$ cat config.mk
export PLATFORM = sky130hd
export DESIGN_NAME = aap_decode
export DESIGN_NICKNAME = d
export VERILOG_FILES = /design/src/rtl/aap_decode_pkg.sv /design/src/rtl/aap_field_extract.sv /design/src/rtl/aap_decode.sv
export SDC_FILE = /design/constraint.sdc
export NUM_CORES = 1
export LEC_CHECK = 0
export CAP_MARGIN = 20
export CORE_UTILIZATION = 44
export DETAILED_ROUTE_END_ITERATION = 8
export HOLD_SLACK_MARGIN = 0.06
export PLACE_DENSITY = 0.92
export RECOVER_POWER = 25
export SYNTH_ARGS = -nofsm -noshare
export SYNTH_HDL_FRONTEND = slang
export SYNTH_SLANG_ARGS = --single-unit
$ cat constraint.sdc
create_clock -name clock -period 6.7 [get_ports clock]
set_clock_uncertainty 0.2 [all_clocks]
set_input_delay 1.005 -clock clock [delete_from_list [all_inputs] [get_ports clock]]
set_output_delay 1.005 -clock clock [all_outputs]
set_load 0.03 [all_outputs]
$ cat src/rtl/aap_decode_pkg.sv
// Shared definitions for the aap decode stage: instruction class codes,
// decoder state encoding and the bit positions of the 16-bit word fields.
package aap_decode_pkg;

   // Instruction class codes carried in w0[14:13]
   localparam logic [1:0] CLS_ALU    = 2'b00;
   localparam logic [1:0] CLS_LDST   = 2'b01;
   localparam logic [1:0] CLS_BRANCH = 2'b10;
   localparam logic [1:0] CLS_MISC   = 2'b11;

   // Decoder state: is the older word an instruction start or a trailing half?
   typedef enum logic {
      S_FIRST = 1'b0,
      S_SKIP  = 1'b1
   } state_t;

   // Field bit positions inside one 16-bit instruction word
   localparam int LONG_BIT = 15;
   localparam int CLS_HI   = 14;
   localparam int CLS_LO   = 13;
   localparam int OPC_HI   = 12;
   localparam int OPC_LO   = 9;
   localparam int DST_HI   = 8;
   localparam int DST_LO   = 6;
   localparam int SRCA_HI  = 5;
   localparam int SRCA_LO  = 3;
   localparam int SRCB_HI  = 2;
   localparam int SRCB_LO  = 0;

   // A set long bit marks a word that opens a multi-word instruction
   function automatic logic is_long_word(input logic [15:0] word);
      return word[LONG_BIT];
   endfunction

endpackage

$ cat src/rtl/aap_field_extract.sv
// Combinational field extraction: builds the decoded field set from the
// older word and, for 32-bit instructions, the low field bits of the newer word.
module aap_field_extract
   import aap_decode_pkg::*;
(
   input  logic [15:0] i_w0,
   input  logic [12:0] i_w1,
   input  logic        i_is_long,
   output logic [1:0]  o_class,
   output logic [7:0]  o_opcode,
   output logic [5:0]  o_dest,
   output logic [5:0]  o_srca,
   output logic [5:0]  o_srcb
);

   logic [3:0] w_upper_opc;
   logic [2:0] w_upper_dest;
   logic [2:0] w_upper_srca;
   logic [2:0] w_upper_srcb;
   logic       w_unused_long_bit;

   // The long bit itself is consumed by the FSM, not by the field mapping
   assign w_unused_long_bit = i_w0[LONG_BIT];

   // Upper field halves come from the newer word only for 32-bit instructions
   always_comb begin
      // NOTE: every always_comb output gets a default first so no path infers a latch.
      w_upper_opc  = '0;
      w_upper_dest = '0;
      w_upper_srca = '0;
      w_upper_srcb = '0;
      if (i_is_long) begin
         w_upper_opc  = i_w1[OPC_HI:OPC_LO];
         w_upper_dest = i_w1[DST_HI:DST_LO];
         w_upper_srca = i_w1[SRCA_HI:SRCA_LO];
         w_upper_srcb = i_w1[SRCB_HI:SRCB_LO];
      end
   end

   assign o_class  = i_w0[CLS_HI:CLS_LO];
   assign o_opcode = {w_upper_opc,  i_w0[OPC_HI:OPC_LO]};
   assign o_dest   = {w_upper_dest, i_w0[DST_HI:DST_LO]};
   assign o_srca   = {w_upper_srca, i_w0[SRCA_HI:SRCA_LO]};
   assign o_srcb   = {w_upper_srcb, i_w0[SRCB_HI:SRCB_LO]};

endmodule

$ cat src/rtl/aap_decode.sv
// Decode stage behind instruction fetch. Tracks whether the older word of
// the sliding pair starts an instruction, and registers the decoded fields
// one cycle after the pair is sampled.
module aap_decode
   import aap_decode_pkg::*;
#(
   parameter int PC_W  = 20,
   parameter int CNT_W = 16
) (
   input  logic             clock,
   input  logic             reset,
   input  logic [31:0]      fetchoutput,
   input  logic [PC_W-1:0]  word_pc,
   input  logic             flush,
   output logic             dec_valid,
   output logic             dec_long,
   output logic [1:0]       dec_class,
   output logic [7:0]       dec_opcode,
   output logic [5:0]       dec_dest,
   output logic [5:0]       dec_srca,
   output logic [5:0]       dec_srcb,
   output logic [PC_W-1:0]  dec_pc,
   output logic             dec_illegal,
   output logic [CNT_W-1:0] dec_count
);

   state_t      r_state;
   state_t      w_next_state;

   logic [15:0] w_w0;
   logic [15:0] w_w1;
   logic        w_w0_long;
   logic        w_w1_long;
   logic        w_unused_w1_cls;

   logic        w_set_valid;
   logic        w_set_long;
   logic        w_set_illegal;

   logic [1:0]  w_class;
   logic [7:0]  w_opcode;
   logic [5:0]  w_dest;
   logic [5:0]  w_srca;
   logic [5:0]  w_srcb;

   assign w_w0      = fetchoutput[31:16];
   assign w_w1      = fetchoutput[15:0];
   assign w_w0_long = is_long_word(w_w0);
   assign w_w1_long = is_long_word(w_w1);

   // The newer word's class bits never reach the decoded fields
   assign w_unused_w1_cls = ^w_w1[CLS_HI:CLS_LO];

   aap_field_extract u_field_extract (
      .i_w0      (w_w0),
      .i_w1      (w_w1[OPC_HI:0]),
      .i_is_long (w_w0_long),
      .o_class   (w_class),
      .o_opcode  (w_opcode),
      .o_dest    (w_dest),
      .o_srca    (w_srca),
      .o_srcb    (w_srcb)
   );

   // State register; reset lands on an instruction boundary, dropping any pending half
   always_ff @(posedge clock or posedge reset) begin
      // NOTE: sequential state uses non-blocking assignments so every register samples pre-edge values.
      if (reset) r_state <= S_FIRST;
      else       r_state <= w_next_state;
   end

   // Next state: flush resynchronises, any start with the long bit set skips one word
   always_comb begin
      w_next_state = r_state;
      if (flush) begin
         w_next_state = S_FIRST;
      end else begin
         unique case (r_state)
            S_FIRST: if (w_w0_long) w_next_state = S_SKIP;
            S_SKIP:  w_next_state = S_FIRST;
            default: w_next_state = S_FIRST;
         endcase
      end
   end

   // Decode outcome for the current older word: 16-bit, 32-bit, bubble or illegal
   always_comb begin
      w_set_valid   = 1'b0;
      w_set_long    = 1'b0;
      w_set_illegal = 1'b0;
      if (!flush && r_state == S_FIRST && w_w0 != 16'h0000) begin
         if (!w_w0_long) begin
            w_set_valid = 1'b1;
         end else if (!w_w1_long) begin
            w_set_valid = 1'b1;
            w_set_long  = 1'b1;
         end else begin
            w_set_illegal = 1'b1;
         end
      end
   end

   // Output registers: pulses every cycle, fields and counter only on a valid decode
   always_ff @(posedge clock or posedge reset) begin
      if (reset) begin
         dec_valid   <= 1'b0;
         dec_illegal <= 1'b0;
         dec_long    <= 1'b0;
         dec_class   <= '0;
         dec_opcode  <= '0;
         dec_dest    <= '0;
         dec_srca    <= '0;
         dec_srcb    <= '0;
         dec_pc      <= '0;
         dec_count   <= '0;
      end else begin
         dec_valid   <= w_set_valid;
         dec_illegal <= w_set_illegal;
         if (w_set_valid) begin
            dec_long   <= w_set_long;
            dec_class  <= w_class;
            dec_opcode <= w_opcode;
            dec_dest   <= w_dest;
            dec_srca   <= w_srca;
            dec_srcb   <= w_srcb;
            dec_pc     <= word_pc;
            dec_count  <= dec_count + 1'b1;
         end
      end
   end

endmodule
# Word-level counts from Yosys, hierarchy flattened
# Cells that the tools add are included.
totals:
  input_bits: 55
  word_cells: 32
  out_inout_bits: 67
  ff_bits: 68
op_classes:
  mux: 15
  bitwise_logic: 1
  reduce_logical: 4
  n_addsub: 1
op_table:
  columns: ["operator", "n"]
  rows:
  - ["$add A16 B1 Y16 const B", 1]
  - ["$reduce_bool A16 Y1", 1]
  - ["$mux W1", 10]
  - ["$mux W3", 3]
  - ["$mux W4", 1]
  - ["$logic_and A1 B1 Y1", 2]
  - ["$pmux W1 S2", 1]
  - ["$logic_not A1 Y1", 1]
  - ["$not A1 Y1", 1]

# Longest topological paths before layout
# Gate-level depths: netlist of the first run.
depth:
  ltp_word: 4
  ltp_mapped: 5

# Hierarchy
# From an unflattened synthesis of the first run, not the netlist that was laid out.
unflattened:
  hier_cells: 207
  hier_area_um2: 3174.3
by_module_without_submodules:
  columns: ["mod", "cells_each", "area_per_inst_um2", "n_inst"]
  rows:
  - ["aap_decode", 178, 2957.8, 1]
  - ["aap_field_extract", 29, 216.5, 1]

# Least setup slack after synthesis of the first run
# No wires, ideal clock.
synth_path:
  path_kind: "in2reg"
  startpoint: "in fetchoutput[24]"
  endpoint: "reg dec_class[1]"
  t_arrival_ns: 2.155
  setup_ns: 0.128
  n_path_buf: 1
  path_stages: 5
  path_slack_ns: 4.218
  required_ns: 6.372
  path_cell_list: "nor4_1 nand4_1 nand2_2 buf_6 mux2_1"
synth_between:
  elab_chain_cells: 3
synth_rtl:
  columns: ["element", "line", "source"]
  rows:
  - ["start: declaration", "aap_decode.sv:12", "input logic [31:0] fetchoutput,"]
  - ["$reduce_bool A16 Y1", "aap_decode.sv:91", "if (!flush && r_state == S_FIRST && w_w0 != 16'h0000) begin"]
  - ["$logic_and A1 B1 Y1", "aap_decode.sv:91", null]
  - ["$mux W1", "aap_decode.sv:91", null]
  - ["end signal: assignment", "aap_decode.sv:121", "dec_class <= w_class;"]
  - ["end: declaration", "aap_decode.sv:17", "output logic [1:0] dec_class,"]
# No other way between the ends.
# A chain may end at the register's enable or synchronous reset.

# Final worst setup path of the first run
layout_path:
  startpoint: "in fetchoutput[31]"
  endpoint: "reg dec_pc[5]"
layout_between:
  elab_chain_cells: 3
layout_rtl:
  columns: ["element", "line", "source"]
  rows:
  - ["$reduce_bool A16 Y1", "aap_decode.sv:91", null]
  - ["$logic_and A1 B1 Y1", "aap_decode.sv:91", null]
  - ["$mux W1 (*)", "aap_decode.sv:91", null]
  - ["end signal: assignment", "aap_decode.sv:126", "dec_pc <= word_pc;"]
  - ["end: declaration", "aap_decode.sv:22", "output logic [PC_W-1:0] dec_pc,"]
# Mark *: on every way between the ends. The rest lies on a longest branch, timed or not.

==> impl_metrics.env, run 1 <==
export IMPL_outcome="finished, final reports clean"
export IMPL_critical_path_required_ns=6.69
export IMPL_crit_fanout=38
export IMPL_ioPinCount=122
export IMPL_max_freq_ghz=0.2740
export IMPL_setup_viol=0
export IMPL_grt_max_degree=69
export IMPL_syn_area_um2=2681
export IMPL_synth_area_top_cells="dfrtp_1, mux2_1, xnor2_1"
export IMPL_dr_wl_met3_um=445
export IMPL_io_buffers=119
export IMPL_finalWirelength_mm=5.806
export IMPL_first_pass_iters=4
export IMPL_grt_usage_pct=19.44
export IMPL_rows=28
export IMPL_maxSlewViolCount=0
export IMPL_cts_sinks=68
export IMPL_cp_depth=6
export IMPL_fin_nets=362
export IMPL_start_util_pct=45.56
export IMPL_vias_per_cell=5.018
export IMPL_worstSkewPairLatency_ns=0.31
export IMPL_ys_ff_latch=68
export IMPL_r2r_cells=4
export IMPL_min_path_cells=1
export IMPL_worst_slew_pin_slew_ns=0.9194
export IMPL_crit_path_cell_trace="dlygate4sd3_1 -> nor4_1 -> nand4_1 -> nand2_2 -> buf_12 -> mux2_1"
export IMPL_vias=1932
export IMPL_dieWidth_um=80.07
export IMPL_synthesis_nets=237
export IMPL_wl_per_cell_um=15.08
export IMPL_antenna_left=0
export IMPL_clockBufferDepth=2
export IMPL_rrSetupSlack_ns=4.62
export IMPL_m1WireLength_mm=2.396
export IMPL_grt_pass1_wl_mm=9.432
export IMPL_die_y_um=80.07
export IMPL_power_density_nw_per_um2=293.5
export IMPL_cap_violations=0
export IMPL_hold_path_class="reg -> reg"
export IMPL_crit_path_end_kind="flop"
export IMPL_diodes=0
export IMPL_holdBufCountCts=0
export IMPL_netlist_cell_type_count=27
export IMPL_leakage_nw=1.732
export IMPL_crit_path_max_incr_delay_ns=0.60
export IMPL_relSlewSlack_pct=38.58
export IMPL_final_period_utilization_pct=54.47
export IMPL_cp_num_buf_inv=2
export IMPL_met2_wirelength_mm=2.948
export IMPL_cts_root_buffer="clkbuf_8"
export IMPL_r2r_end="dec_pc[5]"
export IMPL_antenna_found_initial=0
export IMPL_drtIter0Drc=108
export IMPL_post_cts_buffers=0
export IMPL_syn2layout_area_growth_pct=53.66
export IMPL_die_area_um2=6410
export IMPL_ir_drop_v=0.0001536
export IMPL_ys_seq_area_share_pct=63.46
export IMPL_hold_end="dec_pc[18]"
export IMPL_netlist_area_leader_share_pct=63.46
export IMPL_cp_start_kind="primary input"
export IMPL_critPathKind="in -> reg"
export IMPL_cp_arrival_ns=3.64
export IMPL_yosysWarningCount=0
export IMPL_first_global_vias=2004
export IMPL_h_tree_depth=3
export IMPL_whs_ns=0.2898
export IMPL_synth_area_per_cell_um2=14.81
export IMPL_gp_congestion=0.7426
export IMPL_cts_reportedPaths_clkPinSlew_ns=0.07
export IMPL_cts_tree="built"
export IMPL_cp_slowest_cell="dlygate4sd3_1"
export IMPL_layout_drive_gt1_share_pct=6.452
export IMPL_crit_family="simple AND/OR/NAND/NOR gates"
export IMPL_fin_cells=385
export IMPL_num_fill_cells=423
export IMPL_min_from="dec_pc[18]"
export IMPL_drcViolationCount=0
export IMPL_grt_setup_unrepaired="no"
export IMPL_grt_overflow=0
export IMPL_rr_startpoint="r_state"
export IMPL_topRoutingLayerUsed="met4"
export IMPL_min_period_ns=3.649
export IMPL_synth_top_area_cell="dfrtp_1"
export IMPL_core_area_um2=5886
export IMPL_tns_ns=0
export IMPL_placedCellCount=369
export IMPL_cts_made_buffers=9
export IMPL_hold_viol=0
export IMPL_cts_resized=0
export IMPL_netlist_instances=181
export IMPL_dp_hpwl_mm=4.180
[area by class of cell]
cell class	count	area [um^2]	area share [%]
flip-flops and latches	68	1702	41.30
repair buffers	121	1219	29.58
multi-input cells	104	910.9	22.11
clock buffers	14	182.7	4.434
well taps	75	93.84	2.278
inverters	2	7.507	0.1822
clock inverters	1	5.005	0.1215
[synthesized netlist by cell type]
library cell / count
nor3_2: 1
and3_1: 5
nand3_1: 11
nand2_1: 2
a211oi_2: 1
and4_1: 2
nor3b_1: 1
buf_6: 4
ha_1: 1
a21o_1: 1
clkbuf_1: 1
a22o_1: 13
buf_4: 1
or4b_1: 1
nand2_2: 1
nor2b_1: 1
inv_1: 1
dfrtp_1: 68
mux2_1: 36
nor3_1: 1
nand4_1: 5
a211o_1: 1
buf_2: 1
and2_1: 1
xnor2_1: 15
nor4_1: 4
inv_2: 1
[sequential cells by signal, summed over array words and instances, names as in the netlist]
name,cells
dec_dest,6
dec_long,1
dec_valid,1
dec_srca,6
r_state,1
dec_srcb,6
dec_illegal,1
dec_class,2
dec_count,16
dec_pc,20
dec_opcode,8
[placed cells by master, fill, tap and decap left out, types with 2 or more instances in the layout]
cell / n
a22o_1: 13
and3_1: 5
and4_1: 2
clkbuf_8: 13
clkdlybuf4s50_1: 117
dfrtp_1: 68
dlygate4sd3_1: 2
mux2_1: 36
nand2_1: 2
nand3_1: 11
nand4_1: 5
nor4_1: 4
xnor2_1: 15
[metrics by stage]
| step | util, % | total power [mW] | cell area [um^2] | setup WS, ns |
|---|---|---|---|---|
| 2_1_floorplan | - | 0.7285 | 2681 | 3.783 |
| 3_3_place_gp | 66.48 | 0.8980 | 3913 | 2.486 |
| 3_5_place_dp | 66.48 | 0.9113 | 3913 | 2.398 |
| 4_1_cts | 69.66 | 1.223 | 4100 | 2.742 |
| 5_1_grt | 70.00 | 1.270 | 4120 | 2.795 |
| 6_report | 70.00 | 1.209 | 4120 | 3.051 |
[per-layer routing]
metal  vias up  track usage, %
met5         -               0
met4         0           5.893
met3         2           5.000
met2        80           33.08
met1       944           24.30
li1        906               -
[logic make-up after synthesis]
family	after synthesis	synth area share, %
xor+xnor	15	4.900
compound gates	16	5.320
simple gates	36	8.166
mux	36	15.12
buf+inv	9	2.566
flops	68	63.46
fa+ha+maj	1	0.4666
[worst max path at each step]
| stage | start | endpoint | slack [ns] |
|---|---|---|---|
| global placement | fetchoutput[24] | dec_pc[6] | 2.49 |
| global route | fetchoutput[24] | dec_opcode[2] | 2.79 |
| finish | fetchoutput[31] | dec_pc[5] | 3.05 |
| CTS | fetchoutput[24] | dec_pc[5] | 2.74 |
| detailed placement | fetchoutput[24] | dec_pc[5] | 2.40 |
| floorplan | reset | dec_class[0] | 3.78 |
[power breakdown]
group	total [mW]	internal, mW	leakage, nW	switching [mW]
clock	0.309	0.173	0.0986	0.136
sequential	0.523	0.473	0.846	0.0498
combinational	0.378	0.178	0.787	0.200
(Power assumes the default switching activity.)
==> run 2, diff against run 1 <==
--- a/config.mk
+++ b/config.mk
@@ -6,10 +6,10 @@
 export NUM_CORES = 1
 export LEC_CHECK = 0
 export CAP_MARGIN = 20
-export CORE_UTILIZATION = 44
+export CORE_UTILIZATION = 37
 export DETAILED_ROUTE_END_ITERATION = 8
 export HOLD_SLACK_MARGIN = 0.06
-export PLACE_DENSITY = 0.92
+export PLACE_DENSITY = 0.84
 export RECOVER_POWER = 25
 export SYNTH_ARGS = -nofsm -noshare
 export SYNTH_HDL_FRONTEND = slang
==> constraint.sdc (replaced) <==
create_clock -name clock -period 2.9 [get_ports clock]
set_clock_uncertainty 0.2 [all_clocks]
set_input_delay 0.435 -clock clock [delete_from_list [all_inputs] [get_ports clock]]
set_output_delay 0.435 -clock clock [all_outputs]
set_load 0.03 [all_outputs]
==> run 2 against run 1 <==
  * The run now ends with max-capacitance violations, max-slew violations left
  * Flip-flop and latch count did not move
  * Register-to-register slack got worse by 3.5 ns
  * Final area rose by 1.5%
  * Via count rose by 1.6%
  * Clock power rose to 2.5 times the previous value
  * First-iteration DRC count fell by 55%
  * Sequential share of layout area fell by 0.61 points
  * Core utilization fell by 9.5 points
  * Critical path depth did not move
  * Global-route usage fell by 2.8 points
==> impl_metrics.env, run 2 (synthesis gave the netlist of run 1 again) <==
export IMPL_drtIter0Drc=49
export IMPL_vias_per_cell=4.785
export IMPL_maxSlewViolCount=69
export IMPL_cap_violations=1
export IMPL_start_util_pct=38.82
export IMPL_whs_ns=0.2704
export IMPL_die_y_um=87.13
export IMPL_critical_path_required_ns=2.90
export IMPL_grt_overflow=0
export IMPL_mostFrequentLayoutCells="clkdlybuf4s50_1, dfrtp_1, mux2_1, xnor2_1, a22o_1"
export IMPL_ir_drop_v=0.0003918
export IMPL_crit_path_max_incr_delay_ns=0.43
export IMPL_multi_input_area_um2=910.9
export IMPL_fin_nets=365
export IMPL_power_density_nw_per_um2=683.4
export IMPL_largest_reg_flops=20
export IMPL_antenna_found_initial=0
export IMPL_dieWidth_um=87.13
export IMPL_first_global_vias=2091
export IMPL_diodes=0
export IMPL_io_buffers=119
export IMPL_holdBufCountCts=0
export IMPL_dr_wl_met3_um=476
export IMPL_final_period_utilization_pct=75.74
export IMPL_vias=1962
export IMPL_crit_fanout=20
export IMPL_finalWirelength_mm=5.870
export IMPL_critPathKind="in -> reg"
export IMPL_max_freq_ghz=0.4553
export IMPL_cts_root_buffer="clkbuf_8"
export IMPL_cp_start_kind="primary input"
export IMPL_p_seq_share_pct=42.1
export IMPL_cts_made_buffers=9
export IMPL_hold_viol=0
export IMPL_syn2layout_area_growth_pct=55.95
export IMPL_power_net_switching_mw=0.9110
export IMPL_drcViolationCount=0
export IMPL_rows=30
export IMPL_leakage_nw=1.749
export IMPL_top_register="dec_pc"
export IMPL_seqCellArea_um2=1702
export IMPL_min_period_ns=2.197
export IMPL_cts_resized=0
export IMPL_crit_path_end_kind="flop"
export IMPL_dp_hpwl_mm=4.323
export IMPL_hold_path_class="reg -> reg"
export IMPL_worstSkewPairLatency_ns=0.32
export IMPL_topRoutingLayerUsed="met4"
export IMPL_cts_sinks=68
export IMPL_crit_path_cell_trace="clkdlybuf4s50_1 -> nor4_1 -> nand4_1 -> nand2_2 -> buf_4 -> mux2_1"
export IMPL_wl_per_cell_um=14.32
export IMPL_cts_tree="built"
export IMPL_grt_pass1_wl_mm=9.618
export IMPL_comb_power_share_pct=30.7
export IMPL_power_frac_clock_pct=27.2
export IMPL_grt_usage_pct=16.66
export IMPL_tns_ns=0
export IMPL_swShare_pct=31.88
export IMPL_worst_slew_pin_slew_ns=1.638
export IMPL_cts_reportedPaths_clkPinSlew_ns=0.06
export IMPL_grt_max_degree=69
export IMPL_p_int_mw=1.946
export IMPL_outcome="finished, violations left"
export IMPL_grt_setup_unrepaired="no"
export IMPL_first_pass_iters=4
export IMPL_core_area_um2=6907
export IMPL_m1WireLength_mm=2.397
export IMPL_ioPinCount=122
export IMPL_reg_top3="dec_pc (20), dec_count (16), dec_opcode (8)"
export IMPL_final_common_cell="clkdlybuf4s50_1"
export IMPL_h_tree_depth=3
export IMPL_layout_drive_gt1_share_pct=7.643
export IMPL_setup_viol=0
export IMPL_relSlewSlack_pct=-9.232
export IMPL_violations="max-capacitance violations, max-slew violations"
export IMPL_cp_slowest_cell="clkdlybuf4s50_1"
export IMPL_cp_arrival_ns=2.20
export IMPL_pre_cts_ws_ns=0.3349
export IMPL_met2_wirelength_mm=2.924
export IMPL_layout_setup_ws_ns=0.7034
export IMPL_gp_congestion=0.7189
export IMPL_num_fill_cells=569
export IMPL_clockBufferDepth=2
export IMPL_antenna_left=0
export IMPL_die_area_um2=7592
export IMPL_post_cts_buffers=0
==> run 2: cell count changes in the layout (fill, tap and decap cells not counted) <==
cell | previous run | this run
clkdlybuf4s50_1 | 117 | 119
clkbuf_2 | 0 | 1
buf_4 | 1 | 3
clkbuf_8 | 13 | 11
and2_0 | 1 | 0
dlygate4sd3_1 | 2 | 0
clkinv_2 | 1 | 2
clkinvlp_4 | 0 | 1
and2_1 | 0 | 1
bufinv_16 | 0 | 1
==> run 2: final cells by class <==
cell class / count / share of cell area [%]
clock buffers: 12 / 3.710
clock inverters: 4 / 1.137
inverters: 2 / 0.1795
multi-input cells: 104 / 21.78
flip-flops and latches: 68 / 40.69
well taps: 96 / 2.873
repair buffers: 124 / 29.62
==> run 2: path summary, 6_finish.rpt <==
check / from / end / slack, ns / cells after the start
worst max-delay path: fetchoutput[22] / dec_pc[0] / 0.70 / 6
worst min-delay path: dec_count[15] / dec_count[15] / 0.27 / 1
worst max register to register: r_state / dec_count[14] / 1.08 / 4
worst min register to register: dec_count[15] / dec_count[15] / 0.27 / 1
max in group asynchronous: reset / dec_srca[1] / 0.73 / 3
min in group asynchronous: reset / dec_pc[13] / 0.77 / 3
==> run 2: through the flow <==
stage                     utilization, %  power, mW  instance area [um^2]  cells
after CTS                          60.76      2.898                  4197    410
after global placement             57.83      2.088                  3994    394
after detailed placement           57.83      2.111                  3994    394
after floorplan                        -      1.683                  2681    181
final                              60.54      2.857                  4182    410
after global routing               60.54      3.007                  4182    410
==> run 2: critical path, delay by kind of cell <==
family,cells,cell delay [ns]
AND/OR/NAND/NOR,3,0.73
buffers and inverters,2,0.68
multiplexers,1,0.34
==> run 2: layer usage <==
metal,track usage (%),up-vias
li1,-,912
met1,19.52,954
met2,28.35,87
met3,5.877,9
met4,5.961,0
met5,0,-
==> run 2: power groups by stage <==
stage | Clock (mW) | Sequential, mW | Combinational [mW]
4_1_cts | 0.800 | 1.21 | 0.893
2_1_floorplan | 0 | 1.50 | 0.188
6_report | 0.776 | 1.20 | 0.877
3_3_place_gp | 0 | 1.21 | 0.875
3_5_place_dp | 0 | 1.22 | 0.890
5_1_grt | 0.856 | 1.22 | 0.929
